$ cat src/rtl/ysyx_25040111_arbiter_pkg.sv
// Shared types for the IFU/LSU memory-port arbiter.
// State encoding, grant constants and fixed AXI attributes.
package ysyx_25040111_arbiter_pkg;

   typedef enum logic [1:0] {
      IDLE   = 2'b00,
      RD_IFU = 2'b01,
      RD_LSU = 2'b10,
      WR_LSU = 2'b11
   } arb_state_e;

   localparam logic GNT_IFU = 1'b0;
   localparam logic GNT_LSU = 1'b1;

   localparam int         ID_W       = 4;
   localparam logic [7:0] AXI_LEN    = 8'd0;
   localparam logic [1:0] AXI_INCR   = 2'b01;

   // A pending LSU read is always served before its write.
   function automatic arb_state_e lsu_pick(input logic arvalid);
      return arvalid ? RD_LSU : WR_LSU;
   endfunction

endpackage

$ cat src/rtl/ysyx_25040111_arbiter.sv
// Round-robin arbiter: IFU (read) and LSU (read/write) onto one
// single-beat AXI4-Lite-style memory port.
module ysyx_25040111_arbiter
   import ysyx_25040111_arbiter_pkg::*;
#(
   parameter int ADDR_W = 32,
   parameter int DATA_W = 32
) (
   input  logic                clk,
   input  logic                reset,

   input  logic                ifu_arvalid,
   output logic                ifu_arready,
   input  logic [ADDR_W-1:0]   ifu_araddr,
   input  logic [2:0]          ifu_arsize,
   output logic                ifu_rvalid,
   input  logic                ifu_rready,
   output logic [DATA_W-1:0]   ifu_rdata,
   output logic [1:0]          ifu_rresp,

   input  logic                lsu_arvalid,
   output logic                lsu_arready,
   input  logic [ADDR_W-1:0]   lsu_araddr,
   input  logic [2:0]          lsu_arsize,
   output logic                lsu_rvalid,
   input  logic                lsu_rready,
   output logic [DATA_W-1:0]   lsu_rdata,
   output logic [1:0]          lsu_rresp,
   input  logic                lsu_awvalid,
   output logic                lsu_awready,
   input  logic [ADDR_W-1:0]   lsu_awaddr,
   input  logic [2:0]          lsu_awsize,
   input  logic                lsu_wvalid,
   output logic                lsu_wready,
   input  logic [DATA_W-1:0]   lsu_wdata,
   input  logic [DATA_W/8-1:0] lsu_wstrb,
   output logic                lsu_bvalid,
   input  logic                lsu_bready,
   output logic [1:0]          lsu_bresp,

   output logic                mem_arvalid,
   input  logic                mem_arready,
   output logic [ADDR_W-1:0]   mem_araddr,
   output logic [2:0]          mem_arsize,
   output logic [7:0]          mem_arlen,
   output logic [1:0]          mem_arburst,
   output logic [ID_W-1:0]     mem_arid,
   input  logic                mem_rvalid,
   output logic                mem_rready,
   input  logic [DATA_W-1:0]   mem_rdata,
   input  logic [1:0]          mem_rresp,
   input  logic                mem_rlast,
   output logic                mem_awvalid,
   input  logic                mem_awready,
   output logic [ADDR_W-1:0]   mem_awaddr,
   output logic [2:0]          mem_awsize,
   output logic [7:0]          mem_awlen,
   output logic [1:0]          mem_awburst,
   output logic [ID_W-1:0]     mem_awid,
   output logic                mem_wvalid,
   input  logic                mem_wready,
   output logic [DATA_W-1:0]   mem_wdata,
   output logic [DATA_W/8-1:0] mem_wstrb,
   output logic                mem_wlast,
   input  logic                mem_bvalid,
   output logic                mem_bready,
   input  logic [1:0]          mem_bresp,

   output logic                busy
);

   arb_state_e state, state_n;
   logic       last_grant, last_grant_n;
   logic       busy_q;
   logic       ifu_req, lsu_req;
   logic       gnt_ifu, gnt_lsu;

   // Single-beat protocol: rlast carries no information here.
   logic       unused_rlast;
   assign unused_rlast = mem_rlast;

   assign mem_arlen   = AXI_LEN;
   assign mem_awlen   = AXI_LEN;
   assign mem_arburst = AXI_INCR;
   assign mem_awburst = AXI_INCR;
   assign mem_arid    = '0;
   assign mem_awid    = '0;
   assign mem_wlast   = mem_wvalid;
   assign busy        = busy_q & ~reset;

   assign ifu_req = ifu_arvalid;
   assign lsu_req = lsu_arvalid | lsu_awvalid;
   assign gnt_ifu = ifu_req & (~lsu_req | (last_grant == GNT_LSU));
   assign gnt_lsu = lsu_req & ~gnt_ifu;

   always_ff @(posedge clk) begin
      if (reset) begin
         state      <= IDLE;
         last_grant <= GNT_LSU;
         busy_q     <= 1'b0;
      end else begin
         state      <= state_n;
         last_grant <= last_grant_n;
         busy_q     <= (state_n != IDLE);
      end
   end

   always_comb begin
      state_n      = state;
      last_grant_n = last_grant;
      unique case (state)
         IDLE: begin
            unique case (1'b1)
               gnt_ifu: begin
                  state_n      = RD_IFU;
                  last_grant_n = GNT_IFU;
               end
               gnt_lsu: begin
                  state_n      = lsu_pick(lsu_arvalid);
                  last_grant_n = GNT_LSU;
               end
               default: ;
            endcase
         end
         RD_IFU, RD_LSU: begin
            if (mem_rvalid && mem_rready) state_n = IDLE;
         end
         WR_LSU: begin
            if (mem_bvalid && mem_bready) state_n = IDLE;
         end
         default: state_n = IDLE;
      endcase
   end

   always_comb begin
      mem_arvalid = 1'b0;
      mem_araddr  = '0;
      mem_arsize  = '0;
      mem_rready  = 1'b0;
      mem_awvalid = 1'b0;
      mem_awaddr  = '0;
      mem_awsize  = '0;
      mem_wvalid  = 1'b0;
      mem_wdata   = '0;
      mem_wstrb   = '0;
      mem_bready  = 1'b0;
      ifu_arready = 1'b0;
      ifu_rvalid  = 1'b0;
      ifu_rdata   = '0;
      ifu_rresp   = '0;
      lsu_arready = 1'b0;
      lsu_rvalid  = 1'b0;
      lsu_rdata   = '0;
      lsu_rresp   = '0;
      lsu_awready = 1'b0;
      lsu_wready  = 1'b0;
      lsu_bvalid  = 1'b0;
      lsu_bresp   = '0;
      // Outputs are held quiet while reset is asserted, even mid-transaction.
      if (!reset) begin
         unique case (state)
            RD_IFU: begin
               mem_arvalid = ifu_arvalid;
               mem_araddr  = ifu_araddr;
               mem_arsize  = ifu_arsize;
               ifu_arready = mem_arready;
               ifu_rvalid  = mem_rvalid;
               ifu_rdata   = mem_rdata;
               ifu_rresp   = mem_rresp;
               mem_rready  = ifu_rready;
            end
            RD_LSU: begin
               mem_arvalid = lsu_arvalid;
               mem_araddr  = lsu_araddr;
               mem_arsize  = lsu_arsize;
               lsu_arready = mem_arready;
               lsu_rvalid  = mem_rvalid;
               lsu_rdata   = mem_rdata;
               lsu_rresp   = mem_rresp;
               mem_rready  = lsu_rready;
            end
            WR_LSU: begin
               mem_awvalid = lsu_awvalid;
               mem_awaddr  = lsu_awaddr;
               mem_awsize  = lsu_awsize;
               lsu_awready = mem_awready;
               mem_wvalid  = lsu_wvalid;
               mem_wdata   = lsu_wdata;
               mem_wstrb   = lsu_wstrb;
               lsu_wready  = mem_wready;
               lsu_bvalid  = mem_bvalid;
               lsu_bresp   = mem_bresp;
               mem_bready  = lsu_bready;
            end
            default: ;
         endcase
      end
   end

endmodule
$ cat config.mk
export PLATFORM = sky130hd
export DESIGN_NAME = ysyx_25040111_arbiter
export DESIGN_NICKNAME = d
export VERILOG_FILES = /design/src/rtl/ysyx_25040111_arbiter_pkg.sv /design/src/rtl/ysyx_25040111_arbiter.sv
export SDC_FILE = /design/constraint.sdc
export NUM_CORES = 1
export LEC_CHECK = 0
export ABC_AREA = 1
export BUFFER_PORTS_ARGS = -buffer_cell sky130_fd_sc_hd__buf_2
export CORE_AREA = 4 4 155 157
export CTS_CLUSTER_SIZE = 28
export DETAILED_ROUTE_END_ITERATION = 6
export DIE_AREA = 0 0 159 161
export SKIP_CTS_REPAIR_TIMING = 1
export SLEW_MARGIN = 25
export SYNTH_ARGS = -nofsm -noshare
export SYNTH_HDL_FRONTEND = slang
export SYNTH_SLANG_ARGS = --single-unit
export TNS_END_PERCENT = 1
$ cat constraint.sdc
create_clock -name clk -period 1.6 [get_ports clk]
set_input_delay 0.16 -clock clk [delete_from_list [all_inputs] [get_ports clk]]
set_output_delay 0.16 -clock clk [all_outputs]
set_load 0.02 [all_outputs]
==> results.toml <==
[cts]
cts_sinks = 4
path_clk_slew_ps = 30
clk_latency_ps = 230
clockRootBuffer = "clkbuf_16"
cts_buffers = 3
tritoncts = "built"
htreeDepth = 1
cts_buffer_depth = 2

[place]
dpl-instance-area_sq_um = 4470
gp_congestion = 0.788
hpwl_mm = 12.1
port_buffers = 380

[synthesis]
yosysTopAreaCell = "nand2_1"
ys_types = 18
ys_ff_latch = 4
syn-cell-area_sq_um = 2210
syn_inst = 490
synth_top_area_share_pct = 28.2
synth.yosys.seq_area_share_pct = 3.62
synth_area_leaders = "nand2_1, nor2_1, buf_4"
synth_warnings = 0
syn_area_per_cell_sq_um = 4.52

[grt]
grt_pass1_vias = 3956
antenna_found_initial = 0
grt_max_degree = 74
gr-total-overflow = 0
grt_pass1_wl_mm = 20.0
grtUsageTotal_pct = 9.47

[power]
p_leak_nw = 3.08
ir_worst_vdd_v = 0.000377
powerDensity_nw_per_um2 = 831
total_power_mw = 4.82

[run_status]
outcome = "complete, but fails checks"
violations = "setup timing"

[floorplanning]
die_area_sq_um = 25600
rows = 55
core_area_sq_um = 22500
die_w_um = 159
pin_count = 410
start_util_pct = 9.84
die_h_um = 161

[timing]
final.period_utilization_pct = 109
layout_setup_ws_ps = -141
finalSetupViolations = 180
slew_viol_final = 0
fin_crit_ps = 1740
hold_viol = 0
finClkSkew_ps = 0.873
fmax_ghz = 0.574
rsz0062_at_grt = "yes"

[worst_setup_path]
required_ps = 1440
critPathMaxFanout = 18
crit_path_end_kind = "output port"
path_class = "register to output port"
cp.arrival_ps = 1580
cp-start-kind = "register"

[flow_run]
cap_viol_max_count = 0

[routing]
wire_per_inst_um = 14.0
firstDrtPassIters = 4
drc = 0
wl_mm = 16.3
vias_per_cell = 3.78
ant_nets = 0
drt-initial-drc-count = 177
vias = 4392

[layout]
fin_util_pct = 25.8
final_cell_area_sq_um = 5800
drive_gt1_share_pct = 57.5
fin_nets = 1074
syn_to_final_growth_pct = 162
num_antenna_cells = 0

[worst_hold_path]
hold_path_class = "input port to register"
## flip-flops by register name, indices dropped and copies added (netlist names)
register	flops
busy_q	1
last_grant	1
state	2
## cell usage after synthesis, drive strengths merged
master and n:
a21oi 38, buf 63, clkbuf 1, conb 2
dfxtp 4, ha 4, inv 47, nand2 168
nand3 4, nand4 2, nor2 157
## kinds of logic after synthesis
kind of cell | after synthesis | synth area share (%)
AOI/OAI and AO/OA | 38 | 8.59
buffers and inverters | 111 | 27.5
DFF | 4 | 3.62
and+or+nand+nor | 331 | 57.7
other | 2 | 0.339
adders and majority gates | 4 | 2.26
## worst max-delay path, stage by stage, from the launching register on
cell,delay [ps]
dfxtp_2,310
inv_2,70
buf_4,120
ha_4,170
buf_12,110
clkbuf_16,170
nand2_1,60
a21oi_1,170
buf_4,170
## path summary, 6_finish.rpt
check,start,end,slack [ps],cells past startpoint
hold reg to reg,last_grant,last_grant,460,2
hold / removal,lsu_awvalid,last_grant,370,5
setup / recovery,state[1],mem_araddr[3],-140,8
setup reg to reg,state[1],state[0],150,11
## per-stage QoR
stage               hold WS [ps]  setup WS, ps  setup TNS [ps]  std cells
finish                       369          -141          -10690       1161
global route                 428          -206          -24210       1161
CTS                          376          -237          -24850       1147
detailed placement           464       -0.0475         -0.0475       1144
global placement             447        -0.562          -0.562       1144
floorplan                    414          49.7               0        516
## layout by cell type (no fill, tap or decap), types with 16 or more instances in the layout
master	Yosys	layout
buf_6	4	46
nor2_4	1	16
buf_2	25	198
nor2_1	155	110
a21oi_1	38	22
conb_1	2	28
nand2_1	166	161
buf_4	34	156
a21oi_2	0	16
inv_1	45	43
nor2_2	1	31
## layout make-up
class | instances | area, sq um
fill | 2464 | 16700
timing repair buffer | 421 | 3150
multi-input combinational | 401 | 1950
tap | 285 | 357
inverter | 47 | 181
sequential | 4 | 82.6
clock buffer | 3 | 75.1
## per-layer routing
| layer | part of all wire, % | track usage, % |
|---|---|---|
| met5 | 0 | 0 |
| met4 | 0.95 | 1.03 |
| met3 | 10 | 2.35 |
| met2 | 53 | 18.8 |
| met1 | 36 | 10.4 |
## power breakdown
part           internal, mW  switching, mW
registers             0.149         0.0226
logic                  1.88           2.38
clock network         0.319         0.0714
Power figures use the tool's default switching activity.
